--- src/rtl/alu_serial_exec.sv ---
// Chunk-serial AND/OR/ADD/SUB execute unit. Processes CHUNK bits per beat, LSB chunk first,
// with a registered carry chain between beats and valid/ready handshakes on both sides.
module alu_serial_exec #(
    parameter int WIDTH = 64,
    parameter int CHUNK = 16
) (
    input  logic             clk,
    input  logic             reset,
    input  logic             in_valid,
    output logic             in_ready,
    input  logic [3:0]       ALU_control,
    input  logic [WIDTH-1:0] a,
    input  logic [WIDTH-1:0] b,
    output logic             out_valid,
    input  logic             out_ready,
    output logic [WIDTH-1:0] result,
    output logic             zero,
    output logic             carry_out,
    output logic             illegal
);

    localparam int N  = WIDTH / CHUNK;
    localparam int CW = (N > 1) ? $clog2(N) : 1;

    localparam logic [3:0] OP_AND = 4'b0000;
    localparam logic [3:0] OP_OR  = 4'b0001;
    localparam logic [3:0] OP_ADD = 4'b0010;
    localparam logic [3:0] OP_SUB = 4'b0110;

    typedef enum logic [1:0] {IDLE, BUSY, DONE} state_t;

    state_t            state, state_next;
    logic [WIDTH-1:0]  op_a, op_b;
    logic [3:0]        op_code;
    logic [CW-1:0]     cnt;
    logic              carry;
    logic              accept, last_beat, is_arith;
    logic [CHUNK-1:0]  a_k, b_k, b_eff, chunk_res;
    logic [CHUNK:0]    sum;
    logic [WIDTH-1:0]  result_next;

    function automatic logic code_legal(input logic [3:0] code);
        return (code == OP_AND) || (code == OP_OR) || (code == OP_ADD) || (code == OP_SUB);
    endfunction

    assign in_ready  = (state == IDLE) && !reset;
    assign accept    = in_ready && in_valid;
    assign last_beat = (cnt == CW'(N - 1));
    assign is_arith  = (op_code == OP_ADD) || (op_code == OP_SUB);

    always_comb begin
        state_next = state;
        case (state)
            IDLE:    if (accept) state_next = BUSY;
            BUSY:    if (last_beat) state_next = DONE;
            DONE:    if (out_ready) state_next = IDLE;
            default: state_next = IDLE;
        endcase
    end

    // One chunk per beat; SUB is A + ~B with the carry preset to 1 at accept.
    always_comb begin
        a_k       = op_a[int'(cnt)*CHUNK +: CHUNK];
        b_k       = op_b[int'(cnt)*CHUNK +: CHUNK];
        b_eff     = (op_code == OP_SUB) ? ~b_k : b_k;
        sum       = {1'b0, a_k} + {1'b0, b_eff} + {{CHUNK{1'b0}}, carry};
        chunk_res = '0;
        case (op_code)
            OP_AND:         chunk_res = a_k & b_k;
            OP_OR:          chunk_res = a_k | b_k;
            OP_ADD, OP_SUB: chunk_res = sum[CHUNK-1:0];
            default:        chunk_res = '0;
        endcase
        result_next = result;
        result_next[int'(cnt)*CHUNK +: CHUNK] = chunk_res;
    end

    // Operands are only consumed in BUSY, so they need no reset.
    always_ff @(posedge clk) begin
        if (accept) begin
            op_a    <= a;
            op_b    <= b;
            op_code <= ALU_control;
        end
    end

    always_ff @(posedge clk or posedge reset) begin
        if (reset) begin
            state     <= IDLE;
            cnt       <= '0;
            carry     <= 1'b0;
            result    <= '0;
            zero      <= 1'b0;
            carry_out <= 1'b0;
            illegal   <= 1'b0;
            out_valid <= 1'b0;
        end else begin
            state <= state_next;
            case (state)
                IDLE: begin
                    if (accept) begin
                        cnt    <= '0;
                        result <= '0;
                        carry  <= (ALU_control == OP_SUB);
                    end
                end
                BUSY: begin
                    result <= result_next;
                    carry  <= sum[CHUNK];
                    cnt    <= cnt + 1'b1;
                    if (last_beat) begin
                        zero      <= (result_next == '0);
                        carry_out <= is_arith ? sum[CHUNK] : 1'b0;
                        illegal   <= !code_legal(op_code);
                        out_valid <= 1'b1;
                    end
                end
                DONE: begin
                    if (out_ready) out_valid <= 1'b0;
                end
                default: ;
            endcase
        end
    end

endmodule

--- config.mk ---
export PLATFORM = sky130hd
export DESIGN_NAME = alu_serial_exec
export DESIGN_NICKNAME = d
export VERILOG_FILES = /design/src/rtl/alu_serial_exec.sv
export SDC_FILE = /design/constraint.sdc
export NUM_CORES = 1
export LEC_CHECK = 0
export CAP_MARGIN = 20
export CELL_PAD_IN_SITES_DETAIL_PLACEMENT = 0
export CELL_PAD_IN_SITES_GLOBAL_PLACEMENT = 1
export CORE_MARGIN = 5
export CORE_UTILIZATION = 46
export CTS_BUF_LIST = sky130_fd_sc_hd__clkbuf_16
export DETAILED_ROUTE_END_ITERATION = 7
export DONT_BUFFER_PORTS = 1
export PLACE_DENSITY_LB_ADDON = 0.1
export SETUP_SLACK_MARGIN = 0.2
export SLEW_MARGIN = 5
export SYNTH_ARGS = -nofsm -noshare
export SYNTH_HDL_FRONTEND = slang
export SYNTH_SLANG_ARGS = --single-unit
--- constraint.sdc ---
create_clock -name clk -period 4.5 [get_ports clk]
set_input_delay 0.225 -clock clk [delete_from_list [all_inputs] [get_ports clk]]
set_output_delay 0.225 -clock clk [all_outputs]
set_load 0.02 [all_outputs]
[After elaboration in Yosys (flattened, before gate mapping)]
Index checks and enable logic that the tools add are counted.
Storage, ports and cells
  register bits after elaboration: 205
  word-level logic and storage cells: 67
Cells by class
  $add $sub $neg: 4
  eq/ne operators: 10
  shift-type cells: 4
  muxes and demuxes: 17
  bitwise logic cells: 3
  reduce and logical (&&, ||, !) cells: 18
Operator list (number)
  $pmux W64 S2: 1
  $shiftx A64 B7 Y16: 2
  $bwmux W64: 1
  $logic_not A64 Y1: 1
  $mux W64: 1
  $shift A16 B33 Y64 const A: 1
  $shiftx A16 B33 Y64: 1
  $pmux W16 S3: 1
  $neg A6 Y33: 1
  $add A16 B16 Y17: 1
  $add A17 B1 Y17: 1
  $and A16 B16 Y16: 1
  $mux W16: 1
  $not A16 Y16: 1
  $or A16 B16 Y16: 1
  $eq A4 B3 Y1 const B: 2
  $mux W2: 4
  $ne A2 B2 Y1 const B: 3
  $pmux W2 S3: 1
  $reduce_and A3 Y1: 2
  $eq A2 B2 Y1 const B: 2
  $eq A4 B1 Y1 const B: 1
  $eq A4 B2 Y1 const B: 1
  $logic_not A4 Y1: 1
  other kinds (12): 23

[Longest topological paths before layout]
Gate-level depths: netlist (run 1).
  depth after elaboration: 9
  gate-level depth with buffers: 17
  gate-level depth less buffers: 15

[Least setup slack after synthesis (run 1)]
OpenSTA, ideal clock, no wires.
  path kind: reg2reg
  start: reg state[0]
  end: reg result[27]
  setup time: 0.121 ns
  data arrival time: 4.926 ns
  path slack: -0.547 ns
  cell stages (with the launch flop): 7
  path buffers: 1
  clock period less this slack: 5.047 ns
  cell sequence: dfrtp_1 nor3_1 nand2_1 inv_1 a21oi_1 clkbuf_1 a22o_2
On the way
  cells in the longest elaborated chain, start to end: 5
  elaborated cells between the ends (all ways): 8
  classes of those cells: eq/ne (2); mux (1); reduce/logical (5)
RTL lines
  from (decl): line 32  | state_t state, state_next;
  from (signal assigned): line 98  | state <= state_next;
  $logic_not A2 Y1: line 46  | assign in_ready = (state == IDLE) && !reset;
  $logic_and A1 B1 Y1: line 46
  via in_ready: line 10  | output logic in_ready,
  $logic_and A1 B1 Y1: line 47  | assign accept = in_ready && in_valid;
  via accept: line 37  | logic accept, last_beat, is_arith;
  $ne A2 B2 Y1 (no line)
  $reduce_and A2 Y1 (no line)
  to (signal assigned): line 108  | result <= result_next;
  to (decl): line 16  | output logic [WIDTH-1:0] result,
The timed path passes the listed nets, and every way through them passes these cells.
A chain may end at the register's enable or synchronous reset.

[Final worst setup path (run 1)]
  start: reg cnt[0]
  end: reg zero
On the way
  cells in the longest elaborated chain, start to end: 9
  elaborated cells between the ends (all ways): 16
  classes of those cells: add/sub (3); eq/ne (1); shift (4); mux (3); bitwise (3); reduce/logical (2)
RTL lines
  from (decl): line 35  | logic [CW-1:0] cnt;
  from (signal assigned): line 110  | cnt <= cnt + 1'b1;
  $shiftx A64 B7 Y16: line 64  | b_k = op_b[int'(cnt)*CHUNK +: CHUNK];
  $not A16 Y16: line 65  | b_eff = (op_code == OP_SUB) ? ~b_k : b_k;
  $mux W16: line 65
  $add A16 B16 Y17: line 66  | sum = {1'b0, a_k} + {1'b0, b_eff} + {{CHUNK{1'b0}}, carry};
  $add A17 B1 Y17: line 66
  $pmux W16 S3: line 68  | case (op_code)
  $shiftx A16 B33 Y64: line 75  | result_next[int'(cnt)*CHUNK +: CHUNK] = chunk_res;
  $bwmux W64: line 75
  $logic_not A64 Y1: line 112  | zero <= (result_next == '0);
  to (signal assigned): line 112
  to (decl): line 17  | output logic zero,
Parallel ways exist; a longest one is shown, timed or not.

==> results of run 1 <==
==> flip-flops by register name (all words and copies together) (netlist names), 2 cells and up <==
signal	flops
cnt	2
op_code	4
state	2
op_a	64
op_b	64
result	64
==> Yosys cell counts, types with 3 or more instances <==
cell type	number	area, µm²
nor3b_1	4	30.0
nor4_1	15	93.8
nand3_1	4	20.0
a22o_1	49	429
ha_1	21	263
xnor2_1	6	52.6
dfrtp_1	73	1830
xor2_1	18	158
nor2_1	22	82.6
mux4_2	29	653
and2_1	4	25.0
o31ai_1	10	75.1
o21ai_0	27	135
a41oi_1	5	43.8
a211oi_1	3	22.5
maj3_2	3	33.8
mux4_1	3	78.8
a21o_1	7	52.6
nand2_1	59	221
a31oi_1	3	18.8
a21oi_1	27	135
maj3_1	7	70.1
inv_1	17	63.8
nor2b_1	3	18.8
o22ai_1	4	25.0
o21ai_1	15	75.1
a22o_2	4	40.0
nand4_1	3	18.8
nor4b_1	3	26.3
nor3_1	8	40.0
edfxtp_1	132	3960
clkbuf_1	29	109
==> stage by stage <==
stage                     std cells  hold WS [ns]  setup slack, ns
after global routing           1121        0.0638            0.220
after floorplan                 673         0.324            0.212
final                          1121        0.0552            0.420
after detailed placement        941         0.233            0.132
after CTS                      1115        0.0410            0.201
after global placement          941         0.226            0.273
==> power by group through the flow <==
| stage | Clock (W) | Combinational [W] | Sequential, W |
|---|---|---|---|
| floorplan | 0 | 0.00242 | 0.00249 |
| global placement | 0 | 0.00335 | 0.00253 |
| detailed placement | 0 | 0.00336 | 0.00253 |
| CTS | 0.00170 | 0.00353 | 0.00250 |
| global route | 0.00180 | 0.00413 | 0.00252 |
| finish | 0.00169 | 0.00379 | 0.00250 |
==> area by class of cell <==
class	count	area share
inverter	17	0.00557
clock buffer	21	0.0433
sequential	205	0.477
clock inverter	15	0.0107
tap	270	0.0278
multi-input combinational	417	0.295
timing repair buffer	176	0.140
==> critical path, stage by stage, from the launching register on <==
cell      delay, ns
dfrtp_2        0.45
mux4_2         0.57
xnor2_2        0.19
fa_2           0.22
inv_1          0.05
fa_2           0.35
a21o_1         0.21
a221oi_4       0.30
buf_6          0.17
xor2_4         0.15
nor2_1         0.05
or4_4          0.58
nor4b_4        0.29
o22ai_2        0.12
o41ai_2        0.29
==> per-layer routing <==
layer  vias up  track usage
met3        41       0.0523
met5         -            0
met4         0       0.0560
li1       2984            -
met1      3323        0.294
met2       275        0.379
==> how the worst max path moves through the flow <==
stage                 from   end  slack (ns)  cells past startpoint
global placement    cnt[0]  zero        0.27                     14
finish              cnt[0]  zero        0.42                     14
detailed placement  cnt[0]  zero        0.13                     13
floorplan           cnt[0]  zero        0.21                     15
CTS                 cnt[0]  zero        0.20                     14
global route        cnt[0]  zero        0.22                     15
==> cells by family after synthesis <==
family	count (synthesis)	share of synthesized area
AND/OR/NAND/NOR	143	0.0772
XOR/XNOR	24	0.0223
AO/OA/AOI/OAI	183	0.143
multiplexers	34	0.0796
buffers and inverters	51	0.0221
adder cells (fa/ha/maj)	33	0.0431
flip-flops	205	0.613
==> timing repair <==
item,in CTS,in global routing
endpoints found under the setup margin,1,2
cloned,0,1
hold buffers,134,0
endpoints found under the hold margin,164,0
gates resized for setup,3,20
setup buffers,4,2
pin swaps,5,9
==> results by group, run 1 <==
Placed design
  • HPWL after DPL: about 19 mm
  • Placer Congestion: about 0.87
  • DP Area: ~10000 µm²
  • IO buf count: 0

Synthesis
  • EDFF count, synth: 132
  • Synth Cell Area: 9450 µm²
  • Cells after Synth: between 600 and 700
  • FFs w/ async S/R, synth: 0.356
  • Syn nets: 832
  • Synth Warn #: 0
  • Mapped Avg Cell Area: around 14 µm²
  • Sequential cell area fraction in the yosys report: 0.613
  • Seq cells post-synth: roughly 200
  • Top_reg_cell synth: edfxtp_1
  • Distinct cell type count after synthesis: 74

Timing
  • Final Cycle Share: 0.907
  • Slew margin rel.: 0.274
  • Tmin final: roughly 4.1 ns
  • RSZ-0062 raised after global routing: no
  • Final Max Tran Viols: 0
  • Fin. Hold Viols: 0
  • Final setup fails: 0
  • Layout Skew: 0.0214 ns
  • Setup TNS Final: 0 ns
  • Slew @ Worst Pin: roughly 1.1 ns
  • Fmax: approximately 250 MHz

Floorplan
  • Ports: 205
  • Starting Density: 0.467
  • Total core area: between 20,000 and 25,000 µm²
  • Rows: 52
  • Die H: ~150 µm
  • Die width: about 150 µm
  • Die area: between 20,000 and 25,000 µm²

Clock network
  • CTS sink cnt: 205
  • Num CTS Buffers: 21
  • H-Tree Level Count: 1
  • Clock transition at the registers of the reported paths: 0.07 ns
  • Worst-Skew Late Latency: ~0.50 ns
  • TritonCTS clock tree: done
  • Clock root buffer: clkbuf_16
  • Clk buf depth: 3

Layout
  • Multi-input logic area: about 3600 µm²
  • Layout Nets: between 900 and 1k
  • Area grow syn2layout: 28.5%
  • Sequential cell area: ~5800 µm²
  • Most frequent cells in the layout: 134 x dlygate4sd3_1, 132 x edfxtp_1, 71 x dfrtp_1, 59 x nand2_1, 49 x a22o_1
  • Fillcell total: about 1.6k
  • Commonest non-fill, non-tap cell in the layout: dlygate4sd3_1
  • Layout cell share with drive strength beyond 1: 0.168
  • Antenna diode count: 0
  • Finished Core Util: 0.600
  • Fin area: 12,100 µm²

Power and ir drop
  • Comb pwr share: 0.475
  • Pleak: approximately 4.7 nW
  • Sw Pwr: 0.00317 W
  • Worst vdd ir: approximately 0.00039 V
  • Total power: roughly 0.008 W
  • Sequential power share: 0.313
  • Power per Cell Area: around 660 nW/µm²
  • Internal Power: 0.00481 W
  • Clock network power share: 0.212
  • Switch share: 0.397

Worst setup path
  • Crit-path max FO: 6
  • Critical Path End Type: flop
  • CP Class: reg -> reg
  • CP startpoint kind: flop
  • Worst endpoint required time: approximately 5 ns
  • R2r endpoint: zero
  • R2R Setup Slk: about 0.42 ns
  • WP data arrival: roughly 4.5 ns
  • Reg2Reg Launch Point: cnt[0]
  • Worst R2R Path Depth: 14

Route
  • Met3 wire length: 2.10 mm
  • Drt first pass iters: 8
  • Antenna viol nets, final: 0
  • DR vias: ~6.6k
  • Routed metal-1 wire length: between 10 and 15 mm
  • Iteration-0 DRC Markers: ~430
  • WL met2: between 10 and 15 mm
  • Final WL: roughly 27 mm
  • Routed len/inst: around 24 µm
  • DRC viols: 0
  • Max layer used: met4
  • Via-to-Cell Ratio: between 5 and 6

Global routing
  • First-pass GRT wire length: roughly 41 mm
  • Largest net degree at the start of global routing: 57
  • Initial antenna violation count: 0
  • Vias in the first global route: 7,038
  • Global Route Usage Sum: 0.224
  • Remaining global-route overflow: 0

Worst hold path
  • Hold path start: in_valid
  • Worst hold path class: in -> reg
  • Hold depth: 2
  • Hold Path Sink: state[0]

Outcome
  • Run status: finished, final reports clean

Job
  • Max-cap violations: 0
Power figures use the tool's default switching activity.
==> run 2: changes to the inputs <==
- CORE_UTILIZATION: 46 -> 35
==> results by group, run 2 (synthesized netlist as in run 1, its figures left out) <==
Outcome
  • Run status: finished, final reports clean

Worst setup path
  • Critical Path, Cell by Cell: mux4_2, xnor2_2, fa_2, inv_1, fa_2, a21o_1, a221oi_4, o21bai_2, xnor2_1, o21ai_2, or4_4, nor4b_4, o22ai_1, o41ai_2
  • Most frequent cell on the critical path: fa_2
  • CP Class: reg -> reg
  • WP data arrival: 4.55 ns (+0.07 ns)
  • Critical Path End Type: flop
  • Max incr delay on CP: 0.58 ns (about the same)
  • CP delay by family, top: compound AO/OA/AOI/OAI gates
  • CP startpoint kind: flop
  • Crit-path max FO: 5 (-1)
  • Crit path max-delay cell type: or4_4
  • WP buf/inv: 1 (-1)
  • Worst endpoint required time: 4.91 ns (about the same)

Global routing
  • Busiest layer in global routing: met2
  • Initial antenna violation count: 0 (unchanged)
  • Met3 GRT Util: 0.0387 (-0.0136)
  • Largest net degree at the start of global routing: 61 (+7.0%)
  • Vias in the first global route: 7,253 (+3.1%)
  • Global-route met1 utilization: 0.226 (-0.0677)
  • Remaining global-route overflow: 0 (unchanged)
  • Met2 Resource Use GR: 0.315 (-0.0639)
  • Global Route Usage Sum: 0.182 (-0.0421)
  • First-pass GRT wire length: 43.0 mm (+4.0%)

Placed design
  • Dpl cells: 1,014 (+7.8%)
  • Placer Congestion: 0.823 (-5.2%)
  • IO buf count: 0 (unchanged)
  • HPWL after DPL: 20.0 mm (+6.0%)

Route
  • Routed len/inst: 23.6 µm (-2.6%)
  • Via-to-Cell Ratio: 5.51 (-6.7%)
  • Antenna viol nets, final: 0 (unchanged)
  • DRC viols: 0 (unchanged)
  • Iteration-0 DRC Markers: 370 (-14%)
  • DR vias: 6,615 (-0.12%)
  • Final WL: 28.3 mm (+4.2%)
  • Drt first pass iters: 5 (-3)

Layout
  • Area grow syn2layout: 31.1%
  • Antenna diode count: 0 (unchanged)
  • Sequential cell area: 5790 µm² (unchanged)
  • Fillcell total: 2,362 (+52%)
  • Layout cell share with drive strength beyond 1: 0.178 (+0.0101)
  • Layout Nets: 1,002 (+0.50%)
  • Regs by FF count: op_a (64), op_b (64), result (64)
  • Finished Layout Cells: 1,200 (+7.0%)
  • Commonest non-fill, non-tap cell in the layout: dlygate4sd3_1
  • Multi-input logic area: 3570 µm² (-0.35%)
  • Most frequent cells in the layout: 134 x dlygate4sd3_1, 132 x edfxtp_1, 71 x dfrtp_1, 59 x nand2_1, 49 x a22o_1

Clock network
  • Worst-Skew Late Latency: 0.51 ns (about the same)
  • CTS sink cnt: 205 (unchanged)
  • Clock root buffer: clkbuf_16
  • Clk buf depth: 3 (unchanged)
  • H-Tree Level Count: 1 (unchanged)
  • Clock transition at the registers of the reported paths: 0.06 ns (about the same)
  • Num CTS Buffers: 23 (+9.5%)
  • TritonCTS clock tree: done

Floorplan
  • Ports: 205 (unchanged)
  • Die width: 174 µm (+14%)
  • Die area: 30,400 µm² (+29%)
  • Die H: 174 µm (+14%)
  • Total core area: 26,700 µm² (+32%)
  • Starting Density: 0.353 (-0.113)
  • Rows: 60 (+15%)

Worst hold path
  • Worst hold path class: in -> reg

Timing
  • Layout Skew: 0.0142 ns (-0.00713 ns)
  • Final Max Tran Viols: 0 (unchanged)
  • Fin. Hold Viols: 0 (unchanged)
  • RSZ-0062 raised after global routing: no
  • Slew @ Worst Pin: 1.06 ns (-0.0306 ns)
  • Final Cycle Share: 0.921 (+0.0148)
  • Fmax: 241 MHz (-1.6%)
  • Slew margin rel.: 0.289 (+0.0156)
  • Tmin final: 4.15 ns (+0.0668 ns)
  • Final setup fails: 0 (unchanged)
  • Setup TNS Final: 0 ns (unchanged)

Power and ir drop
  • Worst vdd ir: 0.000351 V (-9.0%)
  • Power per Cell Area: 665 nW/µm² (+1.3%)
  • Pleak: 4.73 nW (+1.3%)
  • Total power: 0.00824 W (+3.3%)

Job
  • Max-cap violations: 0 (unchanged)
==> run 2: cell count changes in the layout (fill, tap and decap cells not counted), moves of 3 or more <==
cell      previous run  this run
buf_4               36        40
buf_6                4         1
clkinv_2             2         5
clkinv_4             3         0
ha_1                20        17
ha_2                 1         4
==> run 2: worst reg2reg max path, stage by stage (launching register included) <==
cell and delay (ns):
dfrtp_2 0.46, mux4_2 0.57, xnor2_2 0.20, fa_2 0.23, inv_1 0.05, fa_2 0.35
a21o_1 0.21, a221oi_4 0.31, o21bai_2 0.11, xnor2_1 0.23, o21ai_2 0.10, or4_4 0.58
nor4b_4 0.23, o22ai_1 0.12, o41ai_2 0.29
==> run 2: worst paths after layout <==
path                                from         to  cells after the start  slack [ns]
worst min register to register  state[1]   state[0]                      1        0.53
min in group asynchronous          reset  out_valid                      2        0.22
worst min-delay path            in_valid   state[0]                      2        0.04
worst max-delay path              cnt[0]       zero                     14        0.35
worst max register to register    cnt[0]       zero                     14        0.35
max in group asynchronous          reset     cnt[1]                      3        3.21
==> run 2: routing by layer <==
layer | share of wire | vias up
met5 | 0 | -
met4 | 0.032 | 0
met3 | 0.067 | 57
met2 | 0.50 | 262
met1 | 0.40 | 3296
li1 | - | 3000
==> run 2: where the power goes <==
group          internal, W  leakage [nW]  switching (W)
Sequential         0.00228          2.21       0.000228
Combinational      0.00159          2.14        0.00224
Clock              0.00116         0.376       0.000744
Total              0.00503          4.73        0.00321
==> run 2: cell type report <==
type / count / share of cell area
Clock inverter: 18 / 0.0158
Clock buffer: 23 / 0.0465
Sequential cell: 205 / 0.468
Multi-Input combinational cell: 417 / 0.289
Inverter: 17 / 0.00546
Tap cell: 341 / 0.0345
Timing Repair Buffer: 179 / 0.141
==> run 2: timing repair <==
item / in CTS / in global routing
setup endpoints to repair: 1 / 1
cloned: 1 / 1
pin swaps: 4 / 8
buffers inserted: 7 / 1
hold buffers: 134 / 0
resized for setup: 3 / 19
hold endpoints to repair: 157 / 0
==> run 2: metrics by stage <==
stage                util  area (µm²)  hold WS (ns)  worst slack [ns]
detailed placement  0.376       10000         0.167             0.143
finish              0.463       12400        0.0351             0.353
floorplan               -        9520         0.324             0.212
global placement    0.376       10000         0.162             0.177
global route        0.463       12400        0.0672             0.185
CTS                 0.458       12300        0.0271             0.210
